File: src/rtl/fifo_wr_arbiter.sv
// Round-robin write arbiter that merges NUM_REQ requesters into one sync_fifo write port.
// An owner holds the grant for up to MAX_BURST accepted words, or until it drops its request.
module fifo_wr_arbiter #(
  parameter int NUM_REQ   = 4,
  parameter int DATA_W    = 8,
  parameter int MAX_BURST = 4
) (
  input  logic                      clk,
  input  logic                      rst_n,
  input  logic [NUM_REQ-1:0]        req_i,
  input  logic [NUM_REQ*DATA_W-1:0] data_i,
  output logic [NUM_REQ-1:0]        gnt_o,
  output logic [NUM_REQ-1:0]        ack_o,
  input  logic                      fifo_full_i,
  output logic                      fifo_wr_en_o,
  output logic [DATA_W-1:0]         fifo_data_o
);

  localparam int IDX_W = (NUM_REQ > 1) ? $clog2(NUM_REQ) : 1;
  localparam int CNT_W = $clog2(MAX_BURST + 1);
  localparam logic [CNT_W-1:0] LAST_BEAT   = CNT_W'(MAX_BURST - 1);
  localparam logic [IDX_W-1:0] RESET_OWNER = IDX_W'(NUM_REQ - 1);

  typedef enum logic {
    ST_IDLE = 1'b0,
    ST_BUSY = 1'b1
  } state_t;

  state_t             r_state, w_state_nxt;
  logic [NUM_REQ-1:0] r_gnt, w_gnt_nxt;
  logic [CNT_W-1:0]   r_beat_cnt, w_beat_nxt;
  logic [IDX_W-1:0]   r_last_owner, w_last_nxt;

  logic               w_win_found;
  logic [IDX_W-1:0]   w_win_idx;
  logic [IDX_W-1:0]   w_cand;
  logic               w_owner_req;
  logic               w_owner_ack;
  logic               w_release;
  logic [NUM_REQ-1:0] w_ack;
  logic [DATA_W-1:0]  w_data;

  // State register. r_last_owner is the current owner while BUSY and the
  // previous owner while IDLE, so one register serves both purposes.
  // NOTE: sequential state uses non-blocking assignments so every register
  // samples pre-edge values regardless of statement order.
  always_ff @(posedge clk or negedge rst_n) begin
    if (!rst_n) begin
      r_state      <= ST_IDLE;
      r_gnt        <= '0;
      r_beat_cnt   <= '0;
      r_last_owner <= RESET_OWNER;
    end else begin
      r_state      <= w_state_nxt;
      r_gnt        <= w_gnt_nxt;
      r_beat_cnt   <= w_beat_nxt;
      r_last_owner <= w_last_nxt;
    end
  end

  // Round-robin search from last_owner+1; last_owner itself is tried last.
  // NOTE: every always_comb output gets a default first so no path leaves it
  // unassigned, which would otherwise infer a latch.
  always_comb begin
    w_win_found = 1'b0;
    w_win_idx   = '0;
    w_cand      = '0;
    for (int i = 1; i <= NUM_REQ; i++) begin
      w_cand = IDX_W'((int'(r_last_owner) + i) % NUM_REQ);
      if (!w_win_found && req_i[w_cand]) begin
        w_win_found = 1'b1;
        w_win_idx   = w_cand;
      end
    end
  end

  assign w_owner_req = |(r_gnt & req_i);
  assign w_owner_ack = |w_ack;
  assign w_release   = (r_state == ST_BUSY) &&
                       (!w_owner_req || (w_owner_ack && (r_beat_cnt == LAST_BEAT)));

  // Next-state logic
  always_comb begin
    w_state_nxt = r_state;
    w_gnt_nxt   = r_gnt;
    w_beat_nxt  = r_beat_cnt;
    w_last_nxt  = r_last_owner;
    if ((r_state == ST_IDLE) || w_release) begin
      if (w_win_found) begin
        w_state_nxt            = ST_BUSY;
        w_gnt_nxt              = '0;
        w_gnt_nxt[w_win_idx]   = 1'b1;
        w_beat_nxt             = '0;
        w_last_nxt             = w_win_idx;
      end else begin
        w_state_nxt = ST_IDLE;
        w_gnt_nxt   = '0;
        w_beat_nxt  = '0;
      end
    end else if (w_owner_ack) begin
      w_beat_nxt = r_beat_cnt + 1'b1;
    end
  end

  // Output logic: zero-latency acceptance, data muxed from the owner's slice.
  always_comb begin
    w_ack  = r_gnt & req_i & {NUM_REQ{~fifo_full_i}};
    w_data = '0;
    for (int k = 0; k < NUM_REQ; k++) begin
      if (r_gnt[k]) w_data = w_data | data_i[k*DATA_W +: DATA_W];
    end
  end

  assign gnt_o        = r_gnt;
  assign ack_o        = w_ack;
  assign fifo_wr_en_o = |w_ack;
  assign fifo_data_o  = w_data;

endmodule

File: config.mk
export PLATFORM = sky130hd
export DESIGN_NAME = fifo_wr_arbiter
export DESIGN_NICKNAME = d
export VERILOG_FILES = /design/src/rtl/fifo_wr_arbiter.sv
export SDC_FILE = /design/constraint.sdc
export NUM_CORES = 1
export LEC_CHECK = 0
export CORE_ASPECT_RATIO = 1.4
export CORE_MARGIN = 3
export CORE_UTILIZATION = 38
export DETAILED_ROUTE_END_ITERATION = 12
export MAX_ROUTING_LAYER = met4
export PLACE_DENSITY_LB_ADDON = 0.15
export SYNTH_ARGS = -nofsm -noshare
export SYNTH_HDL_FRONTEND = slang
export SYNTH_SLANG_ARGS = --single-unit
File: constraint.sdc
create_clock -name clk -period 4.8 [get_ports clk]
set_clock_uncertainty 0.05 [all_clocks]
set_input_delay 0.48 -clock clk [delete_from_list [all_inputs] [get_ports clk]]
set_output_delay 0.48 -clock clk [all_outputs]
set_load 0.005 [all_outputs]
# Yosys cells after proc, flatten, opt, wreduce, memory -nomap -nowiden
# Index checks and enable logic that the tools add are counted.
# totals
inputBits,39
out_inout_bits,17
word_cells,65
ff_bits,10
# op_classes
n_mux,26
reduce_logical,16
order_cmp,6
bitwise_logic,7
addsub,5
eq_ne,1
# op_table
cell,n
$mux 8,4
$or 8x8->8,3
$lt 2x3->1 const B,5
$mux 1,10
$and 4x4->4,2
$bmux 1 s2,4
$mux 2,4
$reduce_or 4->1,2
$logic_and 1x1->1,6
$mux 3,2
$add 2x1->2 const B,2
$add 2x2->2 const B,2
$logic_not 1->1,4
$mux 4,1
$add 3x1->3 const B,1
$eq 3x2->1 const B,1
$demux 1 s2,1
$ge 2x1->1 const B,1
$logic_or 1x1->1,2
$not 1->1,2
$reduce_and 2->1,1
$reduce_bool 2->1,1

# Longest topological paths before layout
# Gate-level depths: netlist of the first run.
# logic_depth
word_depth,18
ltp_mapped,7
mapped_depth_nobuf,6

# Least setup slack after synthesis of the first run
# OpenSTA, ideal clock, no wires.
# synth_path
kind,register -> register
start,register r_beat_cnt[0]
end,"register r_gnt[3], in the netlist gnt_o[3]"
setup_slack_ps,3083
path_stages_with_launch,7
t_required_ps,4630
period_less_slack_ps,1717
setup_time_ps,120
arrival_ps,1547
path_buffers,1
path_cell_list,dfrtp_1 ha_1 ha_1 nor2b_1 a311o_1 buf_2 a31o_2
# synth_between
elab_chain_len,5
# synth_lines
item,line,rtl
"start, declared",31,"logic [CNT_W-1:0] r_beat_cnt, w_beat_nxt;"
"start signal, assigned",56,r_beat_cnt <= w_beat_nxt;
$eq 3x2->1,80,(!w_owner_req || (w_owner_ack && (r_beat_cnt == LAST_BEAT)));
$logic_and 1x1->1,80,
$logic_or 1x1->1,80,
$logic_and 1x1->1,79,assign w_release = (r_state == ST_BUSY) &&
$logic_or 1x1->1,88,if ((r_state == ST_IDLE) || w_release) begin
"end signal, assigned",55,r_gnt <= w_gnt_nxt;
"end, declared",30,"logic [NUM_REQ-1:0] r_gnt, w_gnt_nxt;"
# No other way between the ends.
# A chain may end at the register's enable or synchronous reset.

# Worst setup path after layout of the first run
# layout_path
start,input req_i[1]
end,output fifo_wr_en_o
# layout_between
elab_chain_len,3
# layout_lines
item,line,rtl
"start, declared",10,"input logic [NUM_REQ-1:0] req_i,"
$and 4x4->4 (2 in a row),107,w_ack = r_gnt & req_i & {NUM_REQ{~fifo_full_i}};
$reduce_or 4->1,116,assign fifo_wr_en_o = |w_ack;
"end, declared",15,"output logic fifo_wr_en_o,"
# No other way between the ends.

==> results of run 1 <==
## layer usage
| metal | global-route usage (%) | routed length [um] | vias up |
|---|---|---|---|
| met5 | - | 0 | - |
| met4 | 8.13 | 29 | 0 |
| met3 | 5.56 | 444 | 6 |
| met2 | 34.5 | 1230 | 70 |
| met1 | 21.1 | 932 | 447 |
| li1 | - | - | 482 |
## area by class of cell
class / instances / area (um2) / area share (%)
Clock buffer: 4 / 36.3 / 2.60
Inverter: 8 / 30.0 / 2.15
Multi-Input combinational cell: 78 / 498 / 35.7
Sequential cell: 10 / 253 / 18.1
Tap cell: 21 / 26.3 / 1.89
Timing Repair Buffer: 55 / 551 / 39.5
## flip-flops by register name, summed over array words and instances (netlist names)
name	flops
gnt_o	4
r_beat_cnt	3
r_last_owner	2
r_state	1
## power by group
group / switching (uW) / internal, uW / leakage, uW / total, uW
combinational: 148 / 258 / 0.000441 / 406
sequential: 81.2 / 123 / 0.000123 / 204
clock: 30.8 / 46.0 / 0.0000210 / 76.8
total: 260 / 427 / 0.000586 / 687
## kinds of logic (layout without fill, tap and decap cells)
kind of cell,count (synthesis),in the layout,synth area share [%]
AO/OA/AOI/OAI,40,40,34.4
XOR/XNOR,1,1,1.04
adder cells (fa/ha/maj),2,2,2.98
buffers and inverters,19,67,10.6
flip-flops,10,10,30.1
multiplexers,4,4,5.36
AND/OR/NAND/NOR,31,31,15.5
## critical path: stages
cell	delay, ns
clkdlybuf4s50_1	0.68
nand2_1	0.17
a31oi_1	0.22
clkdlybuf4s50_1	0.54
## worst max-delay path by stage
stage	startpoint	end	cells after the start
after floorplan	r_beat_cnt[0]	gnt_o[3]	6
after global placement	req_i[3]	fifo_wr_en_o	4
after detailed placement	req_i[3]	fifo_wr_en_o	4
after CTS	req_i[3]	fifo_wr_en_o	4
after global routing	req_i[1]	fifo_wr_en_o	4
final	req_i[1]	fifo_wr_en_o	4
## cells in the final DEF, fill, tap and decap left out, drive strengths merged
master	n
clkdlybuf4s50	55
a22oi	18
nand2	14
nor2	11
inv	8
dfrtp	8
o21ai	6
a21oi	4
clkbuf	4
mux2i	3
nor2b	2
nand3	2
o221ai	2
ha	2
dfstp	2
nor3	1
a31oi	1
a311o	1
a221o	1
and2	1
a21boi	1
mux2	1
o2111ai	1
a2bb2oi	1
o21a	1
o22ai	1
xor2	1
o21bai	1
a31o	1
## metrics by stage
stage	instance area, um2	hold WS [ns]
2_1_floorplan	840	0.134
3_3_place_gp	1360	0.448
3_5_place_dp	1360	0.472
4_1_cts	1390	0.477
5_1_grt	1390	0.491
6_report	1390	0.465
==> impl.org, run 1 <==
** Cells and area
- The net count of the finished layout is around 200.
- The number of antenna diodes in the final layout is 0.
- Layout-stage area growth over the synthesis result :: 66.0%
- Post-route non-filler standard cell count :: approximately 180
- The layout has 163 filler cells.
- Proportion of layout cells with a drive suffix above 1 :: 6.45%
- Utilization after layout :: between 60% and 70%

** Worst setup path
- Type of the worst setup path :: input pin to output port
- Highest net fanout along the worst path :: 12
- Measured in cells, the most critical reg-to-reg path has a length of 6.
- Critical Path AT :: between 2 and 2.5 ns
- Category of the worst setup path capture point :: output port
- Startpoint of the worst-slack reg-to-reg timing path :: r_beat_cnt[0]
- Kind of start point of the critical path :: input pin
- Required time worst endpoint :: between 4 and 5 ns
- Worst R2R End :: r_last_owner[0]
- Setup slack on the worst reg-to-reg path comes out at 2.80 ns.

** Power
- Leakage Power :: just under 0.0006 uW
- Total power consumption of the routed design :: 687 uW
- Max VDD drop :: 461 uV
- PwrDens :: approximately 490 nW/um2

** Drt
- Number of remaining DRC errors :: 0
- Residual antenna-violating net count after detailed routing :: 0
- Final wirelength :: between 2000 and 3000 um
- The routed layout has ~1000 vias.
- Before antenna repair, the detailed router went through 4 iterations.
- Average wire length per cell after detail routing :: 15.0 um
- Post-detailed-route via-to-cell ratio :: approximately 5.7
- DRT iter0 DRCs :: 42

** Clocking
- Hold buffer count at cts :: 0
- Num CTS Buffers :: 3
- The root buffer cell chosen for the clock tree is clkbuf_4.
- After clock tree synthesis, the setup repair step added 0 buffers.
- Source-to-sink clock delay at the later pin of the worst-skew pair :: between 0.2 and 0.3 ns
- Number of sinks driven by the clock tree :: 10
- After clock tree synthesis, the clock-pin slew on the worst setup and hold paths is approximately 0.07 ns.
- Clock H-tree levels :: 1
- Number of gates resized after cts :: 0
- The longest clock path from root to sink contains 2 buffers.
- TritonCTS built the clock tree.

** Job
- Across the run, the number of max-cap violations was 0.

** Floorplan
- For this design the top-level I/O count stands at 56.
- For this configuration, the core starts out at a cell density of roughly two fifths.
- Die Y-Extent :: between 60 and 70 um
- In this run the horizontal extent of the chip is ~46 um.
- Die area :: approximately 2800 um2
- Total core area :: 2020 um2
- Number of rows in the core area :: 19

** STA
- Post-layout worst setup margin :: between 2 and 2.5 ns
- The number of hold-slack violations in the final timing report was 0.
- In the final timing run, aggregate negative setup slack is 0 ns.
- Based on the critical path, the design can be clocked at up to between 300 and 400 MHz.
- RSZ-0062 raised after global routing :: no
- The worst path uses a little over half of the clock period.
- The number of slew-limit violations in the final report was 0.
- For the pin with the worst max-slew slack, the measured transition is 0.437 ns.
- Final Critical Period :: approximately 2.6 ns
- Setup violations remaining at the end of the flow were counted as 0.
- Measured against its own limit, the worst slew margin works out to between 70% and 80%.

** Synthesis
- The mapped netlist covers 840 um2.
- Most used standard cell by instance count after synthesis :: a22oi_1
- Area share of the largest cell type after synthesis :: about a quarter
- Counting every net in the synthesized netlist gives about 150.
- Leading cell types by count after synthesis :: 17 x a22oi_1, 14 x nand2_1, 11 x nor2_1
- Post-synthesis register bit count :: 10
- After synthesis, the share of flip-flops with an asynchronous set or reset is 100%.
- Number of standard cells after synthesis :: ~110
- The share of the Yosys chip area taken by registers is between 30% and 40%.
- Number of synthesized flops with an enable pin :: 0
- Counting distinct cell types in the post-synthesis netlist gives 31.
- Primary flip-flop cell chosen by synthesis mapping :: dfrtp_1
- Averaged over all synthesized cells, the footprint is ~8 um2.
- For this run, the number of Yosys warnings is 0.
- The synthesized design spends more area on one cell type than any other, namely dfrtp_1.
- Yosys attributes the largest share of cell area to dfrtp_1 24%, a22oi_1 15%, dfstp_2 6.3%.

** Min path
- The min-delay analysis places its worst path in the category input pin to async pin.

** Place
- Worst setup timing slack at the placement stage :: 2.23 ns
- At the end of routability-driven placement, the weighted congestion stood at around 0.80.
- Port bufs :: 55
- Including well taps, the total number of placed cells is between 150 and 200.
- Summed over all nets, the half-perimeter wirelength after detailed placement is 2060 um.

** Global routing
- Remaining global-route overflow :: 0
- GRT Resource Usage Total :: around 20%
- Entering global routing, the biggest net connects 13 pins.
- The via count of the first global-routing pass came to approximately 960.
- Antenna violations before repair :: 0
- The first global-routing pass estimated a little over 4000 um of wire.

** Status
- The run finished with clean final reports.
(Power assumes the default switching activity.)
==> run 2, diff against run 1 <==
--- a/config.mk
+++ b/config.mk
@@ -7,7 +7,7 @@
 export LEC_CHECK = 0
 export CORE_ASPECT_RATIO = 1.4
 export CORE_MARGIN = 3
-export CORE_UTILIZATION = 38
+export CORE_UTILIZATION = 32
 export DETAILED_ROUTE_END_ITERATION = 12
 export MAX_ROUTING_LAYER = met4
 export PLACE_DENSITY_LB_ADDON = 0.15
==> constraint.sdc (replaced) <==
create_clock -name clk -period 2.3 [get_ports clk]
set_clock_uncertainty 0.05 [all_clocks]
set_input_delay 0.23 -clock clk [delete_from_list [all_inputs] [get_ports clk]]
set_output_delay 0.23 -clock clk [all_outputs]
set_load 0.005 [all_outputs]
==> impl.org, run 2 (synthesis gave the netlist of run 1 again) <==
** Status
- Result of the run :: complete, no violations

** Clocking
- Root cell of the clock tree :: clkbuf_4
- TritonCTS built the clock tree.
- Num CTS Buffers :: 3 (unchanged)
- Hold buffer count at cts :: 0 (unchanged)
- Clock-pin slew on the worst setup and hold paths :: 0.06 ns (about the same)
- Clock H-tree levels :: 1 (unchanged)
- Number of gates resized after cts :: 0 (unchanged)
- The sink count of the clock tree came to 10 (unchanged).
- The buffer levels on the longest clock path came to 2 (unchanged).
- Source-to-sink clock delay at the later pin of the worst-skew pair :: 0.26 ns (about the same)
- Post-CTS Setup Bufs :: 0 (unchanged)

** Place
- The final RePlAce weighted congestion was 0.773 (-3.8%).
- The instance count after placement with tap cells included is 189 (+9.9%).
- The estimated wirelength of the detail-placed design is 2180 um (+5.8%).
- The count of buffers from port buffering was 55 (unchanged).

** Drt
- Post-detailed-route via-to-cell ratio :: 5.35 (-6.3%)
- Residual antenna-violating net count after detailed routing :: 0 (unchanged)
- Average wire length per cell after detail routing :: 14.0 um (-6.4%)
- The total iterations of the first detailed-routing run is 4 (unchanged).
- DRT iter0 DRCs :: 42 (unchanged)
- The overall routed net length is 2700 um (+2.2%).
- Number of remaining DRC errors :: 0 (unchanged)
- Count of vias placed by the detailed router :: 1027 (+2.2%)

** STA
- The total negative slack for setup checks came to 0 ns (unchanged).
- Worst-case headroom to the max-slew limit :: 69.0% (-1.8 points)
- The measured slew at the worst slew-check pin was 0.464 ns (+0.0269 ns).
- Portion of the clock cycle consumed by the worst path in the final layout :: ~89%
- The worst path needs around 2.1 ns of the cycle, external delays included.
- Timing-limited maximum frequency :: around 490 MHz
- Slew Viols, Final :: 0 (unchanged)
- Setup repair after global routing left no endpoint under its margin.
- Final setup violation count :: 0 (unchanged)
- The number of hold-slack violations in the final timing report was 0 (unchanged).

** Power
- The power density over the cells came to 999 nW/um2 (+100%).
- The peak supply drop was 556 uV (+21%).
- The power after layout came to 1420 uW (+110%).
- The leakage power of the design was 0.000598 uW (+2.1%).

** Worst setup path
- Critical Path End :: ack_o[0]
- The signal on the critical path passes through clkdlybuf4s50_1 -> inv_1 -> nor3_1 -> clkdlybuf4s50_1.
- The data required time at the worst endpoint came to 2.02 ns (-2.25 ns).
- The delay of the slowest critical-path stage was 0.64 ns (-0.04 ns).
- The worst-path maximum fanout was 9 (-3).
- The cell that appears most often on the critical path is clkdlybuf4s50_1.
- Cell depth of the worst setup path :: 4 (unchanged)
- Critical-path cell with the highest stage delay :: clkdlybuf4s50_1
- The worst setup path is captured at an output port.
- Kind of start point of the critical path :: input pin
- The endpoint identified for the worst register-to-register timing path is r_last_owner[0].
- The setup slack on the worst flop-to-flop path is 0.42 ns (-2.38 ns).
- The logic depth of the worst register-to-register path is 6 (unchanged).
- The arrival time at the worst endpoint came to 1.77 ns (-0.33 ns).
- The most critical setup path has its startpoint at req_i[0].
- In this design, the largest share of critical-path delay is due to buffers and inverters.
- The worst setup path is of the input pin to output port kind.
- Startpoint of the worst-slack reg-to-reg timing path :: r_beat_cnt[0]
- The number of buffers and inverters on the critical path was 3 (+1).

** Global routing
- Antenna violations before repair :: 0 (unchanged)
- The first-pass GRT wire length is 4490 um (+12%).
- Met2 capacity usage during global routing :: 30.5% (-4.0 points)
- GRT Resource Usage Total :: 18.2% (-1.9 points)
- Fraction of met1 tracks used by global routing :: 19.6% (-1.5 points)
- The maximum number of pins on one net before global-route repair is 13 (unchanged).
- Via count of the first global-routing pass :: 1018 (+6.6%)
- Remaining global-route overflow :: 0 (unchanged)
- Met3 track demand over resource :: 4.47% (-1.1 points)
- Layer carrying the most global-route usage :: met2

** Cells and area
- Nets :: 201 (+2.0%)
- Number of flip-flops under the largest register name :: 4 (unchanged)
- Layout-stage area growth over the synthesis result :: 69.9%
- Leading cell types in the layout, fill and taps excluded :: 55 x clkdlybuf4s50_1, 17 x a22oi_1, 14 x nand2_1
- The final instance count without filler cells was 192 (+9.1%).
- Proportion of layout cells with a drive suffix above 1 :: 8.23% (+1.8 points)
- Leading cell type in the layout, fill and taps excluded :: clkdlybuf4s50_1
- Antenna cells :: 0 (unchanged)

** Floorplan
- Top Ports :: 56 (unchanged)
- The initial core utilization was 34.4% (-7.2 points).
- The horizontal die dimension came to 49.3 um (+7.8%).
- Number of rows in the core area :: 21 (+2)
- Die area :: 3280 um2 (+17%)
- The floorplan core area is 2440 um2 (+21%).
- The vertical die dimension is 66.6 um (+8.1%).

** Job
- Max cap viols :: 0 (unchanged)

** Min path
- Worst Hold Class :: input pin to async pin
## run 2: changes by cell type in the layout (fill, tap and decap cells not counted), sizes merged
cell    change
buf         +4
clkbuf      -1
## run 2: area by class of cell
cell class	count	area (um2)
tap	34	42.5
multi-input combinational	78	498
timing repair buffer	59	581
inverter	8	30.0
sequential	10	253
clock buffer	3	22.5
fill	237	1020
## run 2: power breakdown
group	leakage, uW	switching [uW]	internal (uW)
clock network	0.0000138	54.4	60.2
registers	0.000123	163	257
logic	0.000461	323	567
total	0.000598	541	884
## run 2: stage by stage
stage	hold WS (ns)	setup slack [ns]	area (um2)	util [%]
4_1_cts	0.255	0.258	1430	58.4
6_report	0.239	0.247	1430	58.4
5_1_grt	0.255	0.148	1430	58.4
3_3_place_gp	0.455	0.239	1400	57.5
3_5_place_dp	0.477	0.271	1400	57.5
2_1_floorplan	-0.116	0.583	840	-
## run 2: worst min path at each step
stage / end / slack, ns
after floorplan: gnt_o[0] / -0.12
after global placement: r_beat_cnt[2] / 0.46
after detailed placement: r_beat_cnt[1] / 0.48
after CTS: r_state / 0.25
after global routing: r_state / 0.26
final: gnt_o[0] / 0.24
## run 2: metal layers
layer	share of wire [%]	wire, um
met1	41	1120
met2	48	1290
met3	9.4	254
met4	1.3	34
met5	0	0
==> run 3, diff against run 2 <==
--- a/config.mk
+++ b/config.mk
@@ -5,10 +5,10 @@
 export SDC_FILE = /design/constraint.sdc
 export NUM_CORES = 1
 export LEC_CHECK = 0
-export CORE_ASPECT_RATIO = 1.4
 export CORE_MARGIN = 3
-export CORE_UTILIZATION = 32
+export CORE_UTILIZATION = 55
 export DETAILED_ROUTE_END_ITERATION = 12
+export DONT_BUFFER_PORTS = 1
 export MAX_ROUTING_LAYER = met4
 export PLACE_DENSITY_LB_ADDON = 0.15
 export SYNTH_ARGS = -nofsm -noshare
==> impl.org, run 3 (synthesis gave the netlist of run 1 again) <==
** Worst setup path
- Category of the worst setup path capture point :: flip-flop
- The delay of the slowest critical-path stage is 0.46 ns (-0.18 ns).
- The slowest stage of the critical path is the a311o_1 cell.
- The number of buffers and inverters on the critical path is 0 (-3).
- The critical path is of the flip-flop to flip-flop type.
- The arrival time at the worst endpoint was 2.13 ns (+0.36 ns).
- Critical-path cell list :: ha_1 -> ha_1 -> nor2b_1 -> a311o_1 -> and2_4 -> mux2_4
- Top cell by count, worst path :: ha_1
- Largest delay contributor family on the critical path :: compound AO/OA/AOI/OAI gates
- Required time worst endpoint :: 2.44 ns (+0.42 ns)
- The worst setup path is launched from a flip-flop.
- The worst-path maximum fanout came to 11 (+2).

** Place
- The count of buffers from port buffering is 0 (-100%).
- Estimated wirelength of the detail-placed design :: 1530 um (-30%)
- Routability congestion estimate from global placement :: 0.824 (+6.5%)

** Clocking
- Clock-pin slew on the worst setup and hold paths :: 0.07 ns (about the same)
- CTS tree :: built
- Root cell of the clock tree :: clkbuf_4
- The number of H-tree branching levels was 1 (unchanged).
- Source-to-sink clock delay at the later pin of the worst-skew pair :: 0.26 ns (about the same)
- Num CTS Buffers :: 3 (unchanged)
- The buffer levels on the longest clock path came to 2 (unchanged).
- Number of sinks driven by the clock tree :: 10 (unchanged)
- Number of gates resized after cts :: 0 (unchanged)

** Job
- The max capacitance violation total was 0 (unchanged).

** Floorplan
- The horizontal die dimension was 45.1 um (-8.6%).
- The floorplan core area was 1370 um2 (-44%).
- The count of pins on the block boundary is 56 (unchanged).
- Number of rows in the core area :: 13 (-38%)
- Initial cell density of the core :: 61.4% (+27 points)
- The total die area is 2030 um2 (-38%).
- Die Y-Extent :: 45.1 um (-32%)

** Drt
- The total vias in the final route was 801 (-22%).
- Router iterations before antenna repair :: 4 (unchanged)
- The number of nets with antenna violations after routing was 0 (unchanged).
- The DRC marker count from the first detailed-route iteration is 32 (-24%).
- The number of vias per cell was 6.91 (+29%).
- Number of remaining DRC errors :: 0 (unchanged)
- Average wire length per cell after detail routing :: 17.9 um (+28%)
- Final wirelength :: 2080 um (-23%)

** Cells and area
- The core occupancy in the finished layout came to 61.9% (+3.5 points).
- The area taken by flip-flops and latches is 253 um2 (unchanged).
- Antenna cells :: 0 (unchanged)
- The layout net count came to 143 (-29%).
- The fraction of layout cells with a size suffix above 1 is 9.90% (+1.7 points).
- Leading cell type in the layout, fill and taps excluded :: a22oi_1
- The number of fill cells in the layout was 132 (-44%).
- Layout-stage area growth over the synthesis result :: 0.745%
- The multi-input logic area is 498 um2 (unchanged).
- Leading cell types in the layout, fill and taps excluded :: 17 x a22oi_1, 14 x nand2_1, 11 x nor2_1
- Number of flip-flops under the largest register name :: 4 (unchanged)

** Global routing
- The sum of overflow across all layers after global routing was 0 (unchanged).
- The maximum number of pins on one net before global-route repair came to 13 (unchanged).
- Via count of the first global-routing pass :: 681 (-33%)
- Wire length of the first global-routing pass :: 2980 um (-34%)
- GRT Resource Usage Total :: 21.0% (+2.9 points)
- The number of antenna violations at the first check in global routing is 0 (unchanged).

** STA
- The minimum clock period is 1.99 ns (-0.0671 ns).
- Timing-limited maximum frequency :: 504 MHz (+3.4%)
- The number of slew-limit violations in the final report came to 0 (unchanged).
- RSZ-0062 raised after global routing :: no
- Portion of the clock cycle consumed by the worst path in the final layout :: 86.3% (-2.9 points)
- Final Hold Vio Count :: 0 (unchanged)
- The final number of setup-violating endpoints came to 0 (unchanged).
- The measured slew at the worst slew-check pin is 0.469 ns (+0.00487 ns).
- The relative slew slack is 68.6% (-0.33 points).
- The total negative slack for setup checks was 0 ns (unchanged).

** Power
- The power density over the cells came to 1270 nW/um2 (+27%).
- Max VDD drop :: 619 uV (+11%)
- The leakage power of the design was 0.000379 uW (-37%).

** Status
- Result of the run :: complete, no violations

** Min path
- Worst Hold Class :: input pin to flip-flop
-- run 3: cell count changes in the layout (fill, tap and decap cells not counted), sizes merged --
cell           delta
clkbuf            +1
buf               -4
dlygate4sd3       +1
clkdlybuf4s50    -55
-- run 3: cell type report --
| cell class | instances | share of cell area, % |
|---|---|---|
| Multi-Input combinational cell | 78 | 58.9 |
| Sequential cell | 10 | 29.9 |
| Clock buffer | 4 | 4.29 |
| Inverter | 8 | 3.55 |
| Tap cell | 15 | 2.22 |
| Timing Repair Buffer | 1 | 1.18 |
-- run 3: what timing repair did --
item / in CTS / in global routing
hold endpoints to repair: 10 / 0
buffers inserted: 0 / 0
hold buffers: 1 / 0
-- run 3: worst paths after layout --
| check | from | end | slack [ns] | cells after the start |
|---|---|---|---|---|
| worst max-delay path | r_beat_cnt[0] | r_last_owner[0] | 0.31 | 6 |
| worst min-delay path | req_i[1] | r_state | 0.06 | 2 |
| worst max register to register | r_beat_cnt[0] | r_last_owner[0] | 0.31 | 6 |
| worst min register to register | r_beat_cnt[1] | r_beat_cnt[1] | 0.49 | 2 |
| max in group asynchronous | rst_n | r_last_owner[1] | 1.55 | 1 |
| min in group asynchronous | rst_n | r_state | 0.30 | 1 |
-- run 3: power by group --
part / switching [uW] / leakage, uW / total [uW] / internal (uW)
clock: 60.5 / 0.0000210 / 157 / 96.1
combinational: 238 / 0.000235 / 480 / 242
sequential: 177 / 0.000123 / 434 / 256
-- run 3: per-stage QoR --
step,area (um2),std cells,setup slack [ns],hold WS [ns],total power [uW]
finish,846,116,0.314,0.0607,1070
global route,846,116,0.242,0.0564,1160
CTS,846,116,0.310,0.0492,1080
detailed placement,800,111,0.329,-0.115,913
global placement,800,111,0.372,-0.115,893
floorplan,840,107,0.583,-0.116,865
-- run 3: worst register-to-register path, cell delays in order (launching register included) --
cell and delay [ns]:
dfrtp_1 0.40, ha_1 0.20, ha_1 0.16, nor2b_1 0.13, a311o_1 0.46, and2_4 0.21
mux2_4 0.29
-- run 3: per-layer routing --
metal  track usage (%)  vias up  routed length, um
li1                  -      375                  -
met1              27.1      380                810
met2              32.8       42               1100
met3              4.38        4                156
met4              7.02        0                 16
met5                 -        -                  0
